==> src/rtl/uart_echo_fifo.sv <==
// Buffered UART echo engine: FIFO between uart_rx and uart_tx with per-byte case transform.
// Optional CR -> CR LF expansion is built when UART_ECHO_CRLF_EN is defined.
module uart_echo_fifo #(
    parameter int DATA_WIDTH   = 8,
    parameter int FIFO_DEPTH   = 16,
    parameter int BUSY_TIMEOUT = 4
) (
    input  logic                            clk,
    input  logic                            rst,
    input  logic [DATA_WIDTH-1:0]           rxData,
    input  logic                            rxDataValid,
    input  logic                            txBusy,
    output logic [DATA_WIDTH-1:0]           txData,
    output logic                            txDataValid,
    input  logic [1:0]                      mode,
    input  logic                            clr_ovf,
    output logic [$clog2(FIFO_DEPTH):0]     fifo_level,
    output logic                            overflow
);

    localparam int AW = $clog2(FIFO_DEPTH);
    localparam int PW = AW + 1;
    localparam int CW = $clog2(BUSY_TIMEOUT + 1);

    localparam logic [1:0] MODE_UPPER = 2'b01;
    localparam logic [1:0] MODE_LOWER = 2'b10;
    localparam logic [1:0] MODE_MUTE  = 2'b11;

    typedef enum logic [2:0] {
        S_IDLE,
        S_ISSUE,
        S_WAIT_BUSY,
        S_WAIT_DONE
`ifdef UART_ECHO_CRLF_EN
        , S_ISSUE_LF
`endif
    } state_t;

    state_t                  state_q, state_d;
    logic [DATA_WIDTH-1:0]   mem [FIFO_DEPTH];
    logic [PW-1:0]           wr_ptr, rd_ptr, level;
    logic [CW-1:0]           wait_cnt;
    logic [DATA_WIDTH-1:0]   head, issue_data, tx_hold;
    logic                    empty, full, pop, tx_valid;
    logic                    push_req, accept, drop;

    // Case rules only touch 7-bit ASCII letters; wider frames with upper bits set pass through.
    function automatic logic [DATA_WIDTH-1:0] xform(input logic [DATA_WIDTH-1:0] d,
                                                    input logic [1:0] m);
        logic [DATA_WIDTH-1:0] r;
        r = d;
        if ((d >> 8) == '0) begin
            if (m == MODE_UPPER && d[7:0] >= 8'h61 && d[7:0] <= 8'h7A)
                r = d - DATA_WIDTH'(8'h20);
            else if (m == MODE_LOWER && d[7:0] >= 8'h41 && d[7:0] <= 8'h5A)
                r = d + DATA_WIDTH'(8'h20);
        end
        return r;
    endfunction

    assign level    = wr_ptr - rd_ptr;
    assign empty    = (level == '0);
    assign full     = (level == PW'(FIFO_DEPTH));
    assign head     = mem[rd_ptr[AW-1:0]];
    assign push_req = rxDataValid && (mode != MODE_MUTE);
    assign accept   = push_req && (!full || pop);
    assign drop     = push_req && full && !pop;

    // NOTE: storage has no reset; pointers alone define valid contents, so the array maps to plain RAM.
    always_ff @(posedge clk) begin
        if (accept)
            mem[wr_ptr[AW-1:0]] <= rxData;
    end

    // NOTE: sequential state uses non-blocking assignments so every register samples pre-edge values.
    always_ff @(posedge clk or posedge rst) begin
        if (rst) begin
            wr_ptr   <= '0;
            rd_ptr   <= '0;
            overflow <= 1'b0;
        end else begin
            if (accept) wr_ptr <= wr_ptr + 1'b1;
            if (pop)    rd_ptr <= rd_ptr + 1'b1;
            if (drop)
                overflow <= 1'b1;
            else if (clr_ovf)
                overflow <= 1'b0;
        end
    end

    always_ff @(posedge clk or posedge rst) begin
        if (rst) begin
            state_q  <= S_IDLE;
            wait_cnt <= '0;
            tx_hold  <= '0;
        end else begin
            state_q  <= state_d;
            wait_cnt <= (state_q == S_WAIT_BUSY) ? wait_cnt + 1'b1 : '0;
            if (tx_valid)
                tx_hold <= issue_data;
        end
    end

`ifdef UART_ECHO_CRLF_EN
    logic lf_pend_q;

    always_ff @(posedge clk or posedge rst) begin
        if (rst)
            lf_pend_q <= 1'b0;
        else if (state_q == S_ISSUE && issue_data == DATA_WIDTH'(8'h0D))
            lf_pend_q <= 1'b1;
        else if (state_q == S_ISSUE_LF)
            lf_pend_q <= 1'b0;
    end
`endif

    // NOTE: every output of this block gets a default first, so no path can infer a latch.
    always_comb begin
        state_d    = state_q;
        tx_valid   = 1'b0;
        pop        = 1'b0;
        issue_data = xform(head, mode);
        case (state_q)
            S_IDLE: begin
`ifdef UART_ECHO_CRLF_EN
                if (lf_pend_q && !txBusy)
                    state_d = S_ISSUE_LF;
                else
`endif
                if (!empty && !txBusy)
                    state_d = S_ISSUE;
            end
            S_ISSUE: begin
                tx_valid = 1'b1;
                pop      = 1'b1;
                state_d  = S_WAIT_BUSY;
            end
            S_WAIT_BUSY: begin
                if (txBusy)
                    state_d = S_WAIT_DONE;
                else if (wait_cnt == CW'(BUSY_TIMEOUT - 1))
                    state_d = S_IDLE;
            end
            S_WAIT_DONE: begin
                if (!txBusy)
                    state_d = S_IDLE;
            end
`ifdef UART_ECHO_CRLF_EN
            S_ISSUE_LF: begin
                tx_valid   = 1'b1;
                issue_data = DATA_WIDTH'(8'h0A);
                state_d    = S_WAIT_BUSY;
            end
`endif
            default: state_d = S_IDLE;
        endcase
    end

    // txData shows the live frame during an issue and the last issued frame otherwise.
    assign txData      = tx_valid ? issue_data : tx_hold;
    assign txDataValid = tx_valid;
    assign fifo_level  = level;

endmodule

==> config.mk <==
export PLATFORM = sky130hd
export DESIGN_NAME = uart_echo_fifo
export DESIGN_NICKNAME = d
export VERILOG_FILES = /design/src/rtl/uart_echo_fifo.sv
export SDC_FILE = /design/constraint.sdc
export NUM_CORES = 1
export LEC_CHECK = 0
export ABC_CLOCK_PERIOD_IN_PS = 4400
export CELL_PAD_IN_SITES_DETAIL_PLACEMENT = 1
export CELL_PAD_IN_SITES_GLOBAL_PLACEMENT = 2
export CORE_MARGIN = 5
export CORE_UTILIZATION = 47
export CTS_BUF_LIST = sky130_fd_sc_hd__clkbuf_2
export CTS_CLUSTER_SIZE = 16
export DETAILED_ROUTE_END_ITERATION = 6
export MAX_ROUTING_LAYER = met4
export PLACE_DENSITY_LB_ADDON = 0.1
export SYNTH_ARGS = -nofsm -noshare
export SYNTH_HDL_FRONTEND = slang
export SYNTH_SLANG_ARGS = --single-unit
==> constraint.sdc <==
create_clock -name clk -period 4.4 [get_ports clk]
set_clock_uncertainty 0.2 [all_clocks]
set_input_delay 1.32 -clock clk [delete_from_list [all_inputs] [get_ports clk]]
set_output_delay 1.32 -clock clk [all_outputs]
set_load 0.03 [all_outputs]
Yosys cells after proc, flatten, opt, wreduce, memory -nomap -nowiden. Memory sizes are Yosys's and may differ from the RTL's. Index checks and enable logic that the tools add are counted.

Memories: 1. Bits of input ports: 15. Word-level logic and storage cells: 60. Memory bits (read-only): 0. Bits in registers: 25. Output and inout bits: 15. Memory bits (writable): 128. Bits in latches: 0.

Memory list: mem (depth 16, bits a word 8, rd ports 1, clocked after Yosys merged registers in 0, write ports 1, RTL line 40) `logic [DATA_WIDTH-1:0] mem [FIFO_DEPTH];`.

Bitwise gates (word level): 0. Add/subtract/negate cells: 6. Shifts and indexed selects: 0. Eq/ne operators: 11. Reductions and logical operators: 18. Multipliers: 0. Div/mod/pow operators: 0. Mux-type cells: 14. Order comparisons: 4.

Operators by type and width (number): 8-bit 2-to-1 mux (3); 8-bit by 7-bit greater-or-equal comparator with 1-bit output (second input constant) (2); 8-bit by 7-bit <= comparator with 1-bit output (second input constant) (2); 3-bit 2-to-1 mux (5); 3-bit case mux with 4 select lines (1); 5-bit by 1-bit adder with 5-bit output (second input constant) (2); 3-bit by 2-bit equality test with 1-bit output (second input constant) (3); 1-bit logical AND (9); 8-bit by 6-bit adder with 8-bit output (second input constant) (1); 8-bit by 6-bit subtractor with 8-bit output (second input constant) (1); 2-bit != test (second input constant) (3); 5-bit equality test (second input constant) (1); 5-bit zero test (1); 1-bit 2-to-1 mux (5); 5-bit subtractor (1); 1-bit zero test (4); 3-bit by 1-bit adder with 3-bit output (second input constant) (1); 3-bit by 1-bit equality test with 1-bit output (second input constant) (1); 3-bit zero test (1); 3-bit by 2-bit != test with 1-bit output (second input constant) (1); 3-bit AND reduction (1); 2-bit by 1-bit equality test with 1-bit output (second input constant) (1); 2-bit equality test (second input constant) (1); 2-bit nonzero test (1); 1-bit logical OR (1).

Logic depth before layout (Yosys ltp).
Depth in word-level cells: 7. Mapped depth: 13.

Worst setup path after synthesis. OpenSTA, ideal clock, no wires.

Path kind: flip-flop to output port. From: register rd_ptr[0]. To: output txData[5]. Data required time: 2.880 ns. Arrival time: 2.812 ns. Setup slack: 0.068 ns. Stages on the path, launching flop included: 13. Path buffers: 3. Path through: dfrtp_1 buf_6 buf_12 buf_12 mux4_1 a22oi_1 nand2_1 inv_1 ha_1 and2_4 and3_1 nand2_1 a31oi_1.

Word-level cells in the longest chain between the ends: 7. Elaborated cells between the ends (all ways): 14.

RTL lines: start: declaration (RTL line 41) `logic [PW-1:0] wr_ptr, rd_ptr, level;`; start signal: assignment (RTL line 83) `if (pop) rd_ptr <= rd_ptr + 1'b1;`; memory read 16 x 8 bit *; 8-bit by 7-bit greater-or-equal comparator with 1-bit output (RTL line 55) `else if (m == MODE_LOWER && d[7:0] >= 8'h41 && d[7:0] <= 8'h5A)`; 1-bit logical AND (2 in series) (RTL line 55); 8-bit 2-to-1 mux (RTL line 55); 8-bit 2-to-1 mux * (RTL line 53) `if (m == MODE_UPPER && d[7:0] >= 8'h61 && d[7:0] <= 8'h7A)`; 8-bit 2-to-1 mux * (RTL line 160) `assign txData = tx_valid ? issue_data : tx_hold;`; end: declaration (RTL line 13) `output logic [DATA_WIDTH-1:0] txData,`.

Every way passes the cells marked *; elsewhere a longest branch is shown, timed or not.

Worst setup path in the final report.
From: register rd_ptr[0]. To: output txData[6].

The elaborated chain is that of the path after synthesis.

==> results.sh <==
export IMPL_status="finished with violations"
export IMPL_violations="setup timing"
export IMPL_r2r_end="mem[15][6]"
export IMPL_synth_nets=406
export IMPL_crit_required_ns=2.88
export IMPL_worst_r2r_startpoint="rd_ptr[0]"
export IMPL_crit_slowest_cell="dfrtp_2"
export IMPL_cts_max_level=4
export IMPL_yosysWarnings=0
export IMPL_synth_edf_count=128
export IMPL_area_delta_synth_final_pct=19.7
export IMPL_cts_tree="built"
export IMPL_pin_count=30
export IMPL_clkLatencyLatePin_ns=0.72
export IMPL_final_max_slew_viol_count=0
export IMPL_cp_common_cell="buf_12"
export IMPL_cts_root_buf="clkbuf_2"
export IMPL_vias_per_cell=5.57
export IMPL_power_w=0.00550
export IMPL_peakVddDrop_mv=0.417
export IMPL_syn_inst=376
export IMPL_synth_main_ff_cell="edfxtp_1"
export IMPL_cp_num_buf_inv=3
export IMPL_cp_startpoint="rd_ptr[0]"
export IMPL_rows=42
export IMPL_hold_path_class="register to register"
export IMPL_multi_input_area_um2=1980
export IMPL_grt_pass1_vias=3752
export IMPL_ys_top_cells_by_area="edfxtp_1 60%, dfrtp_1 9.3%, mux4_2 6.6%"
export IMPL_r2r_cells=13
export IMPL_fillers=1233
export IMPL_min_from="wait_cnt[0]"
export IMPL_cpPeakStageDelay_ns=0.52
export IMPL_clockBufferDepth=2
export IMPL_vias=3574
export IMPL_synth_seq_cells=152
export IMPL_cap_violations=0
export IMPL_fin_nets=483
export IMPL_placed_area_um2=7080
export IMPL_grt_overflow_total=0
export IMPL_min_period_ns=5.09
export IMPL_finalInstanceArea_um2=7720
export IMPL_cp_end_kind="output port"
export IMPL_seq_area_um2=4450
export IMPL_fmax_mhz=196
export IMPL_hold_depth=1
export IMPL_rrSetupSlack_ns=0.77
export IMPL_powerDensity_nw_per_um2=713
export IMPL_power_leakage_nw=2.74
export IMPL_die_y_um=127
export IMPL_crit_arrival_ns=3.57
export IMPL_dp_hpwl_mm=9.45
export IMPL_synthArstFlopShare_pct=15.8
export IMPL_criticalPathCategory="register to output port"
export IMPL_numClockSinks=152
export IMPL_startpoint_type="register"
export IMPL_syn_area_um2=6450
export IMPL_gp_congestion=0.735
export IMPL_route_detailed_drc=0
export IMPL_ys_seq_area_share_pct=68.9
export IMPL_wl_per_cell_um=22.4
export IMPL_drt_iter0_markers=191
export IMPL_timing_final_crit_share_pct=116
export IMPL_antenna_found_initial=0
export IMPL_yosys_cell_types_count=54
export IMPL_whs_ns=0.257
export IMPL_numCtsBuffers=17
export IMPL_worstMarginPinSlew_ns=1.02
export IMPL_avgSynthCellArea_um2=17.2
export IMPL_synth_top_area_share_pct=59.6
export IMPL_grt_usage_pct=19.1
export IMPL_dr_pass1_iters=4
export IMPL_antenna_cells=0
export IMPL_yosysTopAreaCell="edfxtp_1"
export IMPL_postRouteAntennaNets=0
export IMPL_setup_viol=4
export IMPL_grt_start_max_net_pins=26
export IMPL_start_util_pct=48.4
export IMPL_crit_path_max_fanout=8
export IMPL_wl_mm=14.4
export IMPL_port_buffers=29
export IMPL_clk_pin_slew_ns=0.26
export IMPL_die_area_um2=16200
export IMPL_finalWorstSetupSlack_ns=-0.693
export IMPL_drive_gt1_share_pct=32.6
export IMPL_rsz0062_at_grt="true"
export IMPL_die_x_um=127
export IMPL_core_area_um2=13300
export IMPL_hold_violations=0
export IMPL_slew_headroom_pct=32.1
export IMPL_crit_family="compound AO/OA/AOI/OAI gates"
export IMPL_grt_pass1_wl_mm=21.9
export IMPL_hold_end="wait_cnt[0]"
export IMPL_crit_chain="buf_12 > buf_12 > mux4_2 > a22oi_2 > nand2_2 > o211ai_1 > o2111ai_4 > or2_4 > a31o_1 > buf_6"
-- registers in the layout, indices dropped and copies added (netlist names) --
register  count
wr_ptr        5
wait_cnt      3
rd_ptr        5
overflow      1
state_q       2
mem         128
tx_hold       8
-- per-layer routing --
layer | share of wire, % | routed length [um] | track usage, %
met1 | 45 | 6430 | 24.9
met2 | 52 | 7410 | 30.5
met3 | 2.8 | 398 | 4.34
met4 | 0.82 | 118 | 5.24
met5 | 0 | 0 | -
-- worst reg2reg max path, cell delays in order, from the launching register on --
cell and delay (ns):
dfrtp_2 0.52, buf_4 0.20, ha_1 0.18, inv_1 0.06, fa_1 0.40, a21o_1 0.20, a21oi_1 0.17, xnor2_1 0.12
buf_4 0.15, o2111ai_1 0.11, nor2b_1 0.17, buf_4 0.18, nand4_1 0.21, inv_1 0.43
-- cell usage in the layout (no fill, tap or decap), drive strengths merged, types with 5 or more instances in the layout --
| cell | instances |
|---|---|
| inv | 23 |
| o21ai | 8 |
| clkbuf | 20 |
| ha | 14 |
| mux2i | 5 |
| nand4 | 5 |
| nand2 | 34 |
| clkdlybuf4s50 | 17 |
| nor3 | 7 |
| mux4 | 32 |
| edfxtp | 128 |
| dfrtp | 24 |
| buf | 52 |
| a22oi | 6 |
| xnor2 | 10 |
| nand2b | 5 |
| nor2 | 20 |
-- worst max path at each step --
| stage | endpoint | slack (ns) | cells after the start |
|---|---|---|---|
| floorplan | txData[5] | 0.07 | 12 |
| global placement | txData[6] | 0.02 | 6 |
| detailed placement | txData[7] | -0.06 | 6 |
| CTS | txData[6] | -0.73 | 9 |
| global route | txData[6] | -0.90 | 10 |
| finish | txData[6] | -0.69 | 10 |
-- report_power, final --
part | internal [W] | switching [W]
Clock | 0.000401 | 0.000556
Combinational | 0.00122 | 0.00143
Sequential | 0.00176 | 0.000136
-- Yosys cell counts, types with 2 or more instances --
library cell,number
nand3_1,3
nor2b_1,4
a31oi_1,2
mux4_1,13
mux2i_1,5
dfrtp_1,24
and4_1,3
o21ai_0,8
buf_12,2
and2_1,3
edfxtp_1,128
a22o_1,2
clkbuf_1,6
nor2_1,19
a21oi_1,2
buf_2,4
nand2_1,34
mux4_2,19
nor3_1,7
nand4_1,5
xnor2_1,10
o2111ai_1,2
inv_1,16
a22oi_1,5
o211ai_1,3
nand2b_1,5
ha_1,14
a21o_1,2
-- through the flow --
stage,setup TNS (ns),setup slack (ns),util [%],cells
after floorplan,0,0.0676,-,376
after global placement,0,0.0227,53.0,593
after detailed placement,-0.115,-0.0623,53.0,593
after CTS,-2.35,-0.730,57.3,638
after global routing,-3.54,-0.901,57.9,642
final,-2.11,-0.693,57.9,642
-- repair_timing --
| action | 4_1_cts | 5_1_grt |
|---|---|---|
| endpoints found under the setup margin | 12 | 11 |
| hold buffers | 0 | 0 |
| resized for setup | 72 | 26 |
| pin swaps | 16 | 12 |
| setup buffers | 12 | 4 |
| cloned | 1 | 0 |
-- area by class of cell --
type	instances	share of cell area, %
clock inverter	15	3.01
sequential	152	57.6
tap	176	2.85
timing repair buffer	73	8.88
inverter	17	0.907
multi-input combinational	192	25.7
clock buffer	17	1.10
-- cell families (layout without fill, tap and decap cells) --
family          count (synthesis)  after routing  share of synthesized area (%)
flops                         152            152                           68.9
simple gates                   92             92                           7.00
mux                            38             38                           12.9
compound gates                 36             36                           4.13
buf+inv                        32            122                           2.62
fa+ha+maj                      15             15                           3.02
xor+xnor                       11             11                           1.49
(Power assumes the default switching activity.)
